==> src/rtl/sma_channel_scheduler_pkg.sv <==
// Shared definitions for the SMA channel scheduler: FSM states, default sizes and warm-counter helpers.
package sma_channel_scheduler_pkg;

  localparam int DEF_CH  = 4;
  localparam int DEF_W   = 16;
  localparam int DEF_CHW = 2;

  localparam logic [1:0] WARM_SAT = 2'd3;

  typedef enum logic {
    IDLE = 1'b0,
    EMIT = 1'b1
  } state_t;

  function automatic logic [1:0] warm_inc(input logic [1:0] cnt);
    return (cnt == WARM_SAT) ? cnt : cnt + 2'd1;
  endfunction

endpackage

==> src/rtl/sma_channel_scheduler_if.sv <==
// Sample-request and result handshake bundle for the SMA channel scheduler.
interface sma_channel_scheduler_if
  import sma_channel_scheduler_pkg::*;
#(
  parameter int CH  = DEF_CH,
  parameter int W   = DEF_W,
  parameter int CHW = DEF_CHW
);
  logic [CH-1:0]   in_valid;
  logic [CH*W-1:0] in_data;
  logic [CH-1:0]   in_ready;
  logic [CH-1:0]   clr;
  logic            y_valid;
  logic            y_ready;
  logic [W-1:0]    y;
  logic [CHW-1:0]  y_ch;
  logic            y_warm;

  modport master (
    output in_valid, in_data, clr, y_ready,
    input  in_ready, y_valid, y, y_ch, y_warm
  );

  modport slave (
    input  in_valid, in_data, clr, y_ready,
    output in_ready, y_valid, y, y_ch, y_warm
  );
endinterface

==> src/rtl/sma_channel_scheduler_rr_arbiter.sv <==
// Round-robin arbiter: grants the first requester after ptr (wrapping modulo CH) when advance is high.
module sma_rr_arbiter #(
  parameter int CH  = 4,
  parameter int CHW = 2
) (
  input  logic [CH-1:0]  req,
  input  logic           advance,
  input  logic [CHW-1:0] ptr,
  output logic [CH-1:0]  grant,
  output logic [CHW-1:0] grant_idx,
  output logic           grant_any
);

  int             c;
  logic [CHW-1:0] cidx;

  always_comb begin
    grant     = '0;
    grant_idx = '0;
    grant_any = 1'b0;
    c         = 0;
    cidx      = '0;
    if (advance) begin
      // Offsets 1..CH put the last-granted channel at the lowest priority.
      for (int i = 1; i <= CH; i++) begin
        c    = (int'(ptr) + i) % CH;
        cidx = CHW'(c);
        if (!grant_any && req[cidx]) begin
          grant_any   = 1'b1;
          grant[cidx] = 1'b1;
          grant_idx   = cidx;
        end
      end
    end
  end

endmodule

==> src/rtl/sma_channel_scheduler.sv <==
// Shares one 4-tap moving-sum datapath across CH channels with round-robin input arbitration.
// Define SMA_SCHED_AVG_EN to output the arithmetic mean (sum >>> 2) instead of the wrapped sum.
module sma_channel_scheduler
  import sma_channel_scheduler_pkg::*;
#(
  parameter int CH  = DEF_CH,
  parameter int W   = DEF_W,
  parameter int CHW = DEF_CHW
) (
  input logic                    clk,
  input logic                    rst,
  sma_channel_scheduler_if.slave bus
);

`ifdef SMA_SCHED_AVG_EN
  localparam int SUM_W = W + 2;
`else
  // Wrapped output only needs the low W bits, which match those of the W+2-bit sum.
  localparam int SUM_W = W;
`endif

  state_t          state_reg, state_next;
  logic [CHW-1:0]  ptr_reg;
  logic [W-1:0]    y_reg;
  logic [CHW-1:0]  y_ch_reg;
  logic            y_warm_reg;
  logic            emit;

  logic            advance;
  logic [CH-1:0]   eligible;
  logic [CH-1:0]   grant;
  logic [CHW-1:0]  grant_idx;
  logic            grant_any;

  logic [CH*W-1:0] h1_flat, h2_flat, h3_flat;
  logic [CH*2-1:0] cnt_flat;

  logic [W-1:0]     x_sel, h1_sel, h2_sel, h3_sel;
  logic [1:0]       cnt_sel;
  logic signed [SUM_W-1:0] sum;
  logic [W-1:0]     result;

  function automatic logic signed [SUM_W-1:0] ext(input logic [W-1:0] v);
    return SUM_W'($signed(v));
  endfunction

  // No handshake may complete while reset is asserted.
  assign advance  = rst & ((state_reg == IDLE) | bus.y_ready);
  assign eligible = bus.in_valid & ~bus.clr;

  sma_rr_arbiter #(
    .CH  (CH),
    .CHW (CHW)
  ) u_arb (
    .req       (eligible),
    .advance   (advance),
    .ptr       (ptr_reg),
    .grant     (grant),
    .grant_idx (grant_idx),
    .grant_any (grant_any)
  );

  assign bus.in_ready = grant;

  always_comb begin
    x_sel   = bus.in_data[grant_idx*W +: W];
    h1_sel  = h1_flat[grant_idx*W +: W];
    h2_sel  = h2_flat[grant_idx*W +: W];
    h3_sel  = h3_flat[grant_idx*W +: W];
    cnt_sel = cnt_flat[grant_idx*2 +: 2];
    sum     = (ext(x_sel) + ext(h1_sel)) + (ext(h2_sel) + ext(h3_sel));
  end

`ifdef SMA_SCHED_AVG_EN
  assign result = W'(sum >>> 2);
`else
  assign result = sum;
`endif

  genvar gi;
  generate
    for (gi = 0; gi < CH; gi++) begin : g_ch
      logic [W-1:0] h1_reg, h2_reg, h3_reg;
      logic [1:0]   cnt_reg;

      // Clear wins over a grant; the arbiter never grants a clearing channel anyway.
      always_ff @(posedge clk or negedge rst) begin
        if (!rst) begin
          h1_reg  <= '0;
          h2_reg  <= '0;
          h3_reg  <= '0;
          cnt_reg <= '0;
        end else if (bus.clr[gi]) begin
          h1_reg  <= '0;
          h2_reg  <= '0;
          h3_reg  <= '0;
          cnt_reg <= '0;
        end else if (grant[gi]) begin
          h3_reg  <= h2_reg;
          h2_reg  <= h1_reg;
          h1_reg  <= x_sel;
          cnt_reg <= warm_inc(cnt_reg);
        end
      end

      assign h1_flat[gi*W +: W]  = h1_reg;
      assign h2_flat[gi*W +: W]  = h2_reg;
      assign h3_flat[gi*W +: W]  = h3_reg;
      assign cnt_flat[gi*2 +: 2] = cnt_reg;
    end
  endgenerate

  always_comb begin
    state_next = state_reg;
    emit       = 1'b0;
    case (state_reg)
      IDLE: begin
        if (grant_any) state_next = EMIT;
      end
      EMIT: begin
        emit = 1'b1;
        if (bus.y_ready && !grant_any) state_next = IDLE;
      end
      default: state_next = IDLE;
    endcase
  end

  always_ff @(posedge clk or negedge rst) begin
    if (!rst) begin
      state_reg  <= IDLE;
      ptr_reg    <= CHW'(CH - 1);
      y_reg      <= '0;
      y_ch_reg   <= '0;
      y_warm_reg <= 1'b0;
    end else begin
      state_reg <= state_next;
      // A grant only occurs when the held result is free to be replaced.
      if (grant_any) begin
        ptr_reg    <= grant_idx;
        y_reg      <= result;
        y_ch_reg   <= grant_idx;
        y_warm_reg <= (cnt_sel == WARM_SAT);
      end
    end
  end

  assign bus.y_valid = emit;
  assign bus.y       = y_reg;
  assign bus.y_ch    = y_ch_reg;
  assign bus.y_warm  = y_warm_reg;

endmodule

==> src/flat_wrapper.sv <==
// flat-port wrapper written by rule: the top's interface ports become plain ports
module sma_channel_scheduler_flat import sma_channel_scheduler_pkg::*;
#(
  parameter int CH  = DEF_CH,
  parameter int W   = DEF_W,
  parameter int CHW = DEF_CHW
)
  (clk, rst, bus_in_valid, bus_in_data, bus_clr, bus_y_ready, bus_in_ready, bus_y_valid, bus_y, bus_y_ch, bus_y_warm);
  sma_channel_scheduler_if #(.CH(CH), .W(W), .CHW(CHW)) bus_i ();
  input logic clk;
  input logic rst;
  input wire logic [$bits(bus_i.in_valid)-1:0] bus_in_valid;
  input wire logic [$bits(bus_i.in_data)-1:0] bus_in_data;
  input wire logic [$bits(bus_i.clr)-1:0] bus_clr;
  input wire logic [$bits(bus_i.y_ready)-1:0] bus_y_ready;
  output wire logic [$bits(bus_i.in_ready)-1:0] bus_in_ready;
  output wire logic [$bits(bus_i.y_valid)-1:0] bus_y_valid;
  output wire logic [$bits(bus_i.y)-1:0] bus_y;
  output wire logic [$bits(bus_i.y_ch)-1:0] bus_y_ch;
  output wire logic [$bits(bus_i.y_warm)-1:0] bus_y_warm;
  assign bus_i.in_valid = bus_in_valid;
  assign bus_i.in_data = bus_in_data;
  assign bus_i.clr = bus_clr;
  assign bus_i.y_ready = bus_y_ready;
  assign bus_in_ready = bus_i.in_ready;
  assign bus_y_valid = bus_i.y_valid;
  assign bus_y = bus_i.y;
  assign bus_y_ch = bus_i.y_ch;
  assign bus_y_warm = bus_i.y_warm;
  sma_channel_scheduler #(.CH(CH), .W(W), .CHW(CHW)) u_core (.clk(clk), .rst(rst), .bus(bus_i));
endmodule
==> config.mk <==
export PLATFORM = sky130hd
export DESIGN_NAME = sma_channel_scheduler_flat
export DESIGN_NICKNAME = d
export VERILOG_FILES = /design/src/rtl/sma_channel_scheduler_pkg.sv /design/src/rtl/sma_channel_scheduler_if.sv /design/src/rtl/sma_channel_scheduler_rr_arbiter.sv /design/src/rtl/sma_channel_scheduler.sv /design/src/flat_wrapper.sv
export SDC_FILE = /design/constraint.sdc
export NUM_CORES = 1
export LEC_CHECK = 0
export CORE_ASPECT_RATIO = 0.6
export CORE_MARGIN = 10
export CORE_UTILIZATION = 30
export CTS_CLUSTER_DIAMETER = 30
export DETAILED_ROUTE_END_ITERATION = 16
export PLACE_DENSITY = 0.47
export SLEW_MARGIN = 20
export SYNTH_ARGS = -nofsm -noshare
export SYNTH_HDL_FRONTEND = slang
export SYNTH_SLANG_ARGS = --single-unit
==> constraint.sdc <==
create_clock -name clk -period 18.1 [get_ports clk]
set_input_delay 3.62 -clock clk [delete_from_list [all_inputs] [get_ports clk]]
set_output_delay 3.62 -clock clk [all_outputs]
set_load 0.005 [all_outputs]
==> reports/results.ini <==
[status]
status = complete, no violations

[sta]
finalHoldViolations = 0
fin_skew_ns = 0.0146
drv_slew = 0
rsz0062_at_grt = false
max_slew_margin = 0.305
setup_tns_ns = 0
fmax_mhz = 95.1
worst_pin_slew_ns = 1.04
setup_viol = 0
timing.final.crit_share = 0.581
finalCriticalPeriod_ns = 10.51

[pwr]
p_leak_nw = 8.17
vdd_ir_drop_max_mv = 0.0681
powerDensity_nw_per_um2 = 147
p_total_mw = 2.35

[drt]
num_vias = 9673
drc_errors = 0
drt_iter0_markers = 711
routedWlPerCell_um = 18.0
vias_per_cell = 4.84
dr.pass1.iters = 5
wirelength_um = 36000
ant_nets = 0

[hold_path]
min_path_type = flop to flop
holdPathStages = 1
min_from = u_core.bus.y_ch[1]$_DFFE_PN0P_
hold_end = u_core.bus.y_ch[1]$_DFFE_PN0P_

[grt]
grt_pass1_vias = 9875
use_met3 = 0.0316
grt.busiest_layer = met1
antenna_found_initial = 1
grt_first_pass_wirelength_um = 57900
met1_usage = 0.208
grt_max_degree = 84
grt_use_total = 0.139
grt-ovfl-total = 0
grt_util_met2 = 0.197

[synthesis]
synth_nets = 1454
synth_edf_count = 0
synth.area.top_cells = dfrtp_1 43%, mux2i_1 19%, nor2_1 5.9%
yosysTopAreaCellShare = 0.428
ys.flop_type = dfrtp_1
syn_avg_cell_area_um2 = 9.73
syn_area_um2 = 12900
yosys_warnings = 0
synthDistinctLibCells = 48
synth-async-reset-ratio = 1.00
yosys.area.top_type = dfrtp_1
ys_seq_area_frac = 0.432
netlist_instances = 1322
yosys_register_bits = 222

[layout]
area_growth_pct = 24.3
nets = 1524
fill_cells = 4250
n_antenna_cell = 0
final_layout_size_suffix_gt1_frac = 0.0861
fin_area_um2 = 16000

[job]
maxCapViolations = 0

[clock_network]
cts-hold-fix-buffers = 0
max-clock-path-buffers = 3
htreeDepth = 2
cts_resized = 0
root_buffer = clkbuf_16
cts_sinks = 222
clk_pin_slew_worst_paths_ns = 0.04
post_cts_buffers = 0
cts-buffers-inserted = 45
clk_latency_ns = 0.54
cts_tree = yes

[die]
core_area_um2 = 42100
start_util = 0.306
die_area_um2 = 51800
die_y_um = 180
die_w_um = 287
ios = 99
rows = 58

[setup_path]
r2r_slack_ns = 10.87
worstReg2RegStart = u_core.ptr_reg[0]$_DFFE_PN1P_
worstPathRequired_ns = 14.48
path_class = primary input to primary output
crit_path_start_kind = primary input
arrival_ns = 6.89
crit_fanout = 52
end_kind = primary output
r2r_end = u_core.bus.y[15]$_DFFE_PN0P_
reg2reg_depth = 21

[placement]
port_buffers = 98
place_area_um2 = 14300
hpwl_um = 23100
place_congestion = 0.815

[cells by family after synthesis]
family / share of synthesized area
AO/OA/AOI/OAI: 0.0875
XOR/XNOR: 0.0170
adder cells (fa/ha/maj): 0.0730
buffers and inverters: 0.0513
flip-flops: 0.432
multiplexers: 0.192
AND/OR/NAND/NOR: 0.147
[power breakdown]
part           internal [mW]  switching, mW  leakage (nW)
clock network          0.627          0.289         0.814
registers              0.553         0.0517          3.05
logic                  0.339          0.494          4.31
[layer usage]
metal | share of wire | vias to the layer above
met5 | 0.00036 | -
met4 | 0.015 | 2
met3 | 0.043 | 53
met2 | 0.41 | 175
met1 | 0.53 | 4798
li1 | - | 4645
[worst max path at each step]
stage,start,endpoint,depth (start not counted)
after floorplan,bus_clr[0],bus_in_ready[0],12
after global placement,bus_clr[0],u_core.bus.y[15]$_DFFE_PN0P_,20
after detailed placement,bus_clr[0],u_core.bus.y[15]$_DFFE_PN0P_,20
after CTS,bus_clr[0],bus_in_ready[2],10
after global routing,bus_clr[0],u_core.bus.y[15]$_DFFE_PN0P_,20
final,bus_clr[0],bus_in_ready[2],10
[worst max-delay path, cell delays in order]
cell and delay (ns):
buf_2 0.08, buf_4 0.58, nand2b_1 0.41, mux2i_1 0.25, or3_1 0.36, a21oi_1 0.35
nand2_1 0.10, a41o_2 0.46, inv_1 0.13, clkdlybuf4s50_1 0.51
[cells in the final DEF, fill, tap and decap left out, drive strengths merged, types with 10 or more instances in the layout]
master / instances
dfrtp: 220
nor2: 201
clkdlybuf4s50: 93
nand2: 134
mux2i: 243
fa: 30
a21oi: 19
xnor2: 14
inv: 76
ha: 27
bufinv: 10
clkbuf: 52
nand3: 21
a211oi: 46
buf: 22
xor2: 11
a31oi: 46
o21ai: 30
clkinv: 15
and2: 45
[through the flow]
| step | util | hold slack (ns) | setup WS, ns | std cells |
|---|---|---|---|---|
| 2_1_floorplan | - | 0.471 | 9.01 | 1322 |
| 3_3_place_gp | 0.340 | 0.475 | 7.43 | 1915 |
| 3_5_place_dp | 0.340 | 0.483 | 7.33 | 1915 |
| 4_1_cts | 0.380 | 0.492 | 7.61 | 1998 |
| 5_1_grt | 0.380 | 0.517 | 7.32 | 1998 |
| 6_report | 0.380 | 0.488 | 7.59 | 1998 |
[final cells by class]
class	instances	area (um^2)	area share
Timing Repair Buffer	115	1090	0.0684
Clock inverter	31	442	0.0276
Multi-Input combinational cell	934	6680	0.418
Tap cell	570	713	0.0446
Sequential cell	222	5560	0.348
Inverter	74	278	0.0174
Clock buffer	52	1220	0.0766
[Yosys cell counts, types with 2 or more instances]
master / count
or3b_1: 4
xnor2_1: 14
and3_1: 2
a211oi_1: 46
buf_2: 29
o21ai_0: 30
mux2_2: 3
o21bai_1: 2
or2_2: 2
buf_1: 4
xor2_1: 11
dfstp_2: 2
or3_1: 7
nand3_1: 21
mux2i_1: 243
and2_1: 45
o211ai_1: 6
nor3_1: 6
a21o_1: 6
o31ai_1: 2
inv_1: 73
a21oi_1: 19
dfrtp_1: 220
a31oi_1: 46
nand2b_1: 6
nand2_1: 134
ha_1: 27
a41o_1: 4
clkbuf_1: 59
fa_1: 30
nor2_1: 201
nor2b_2: 2
(Power assumes the default switching activity.)
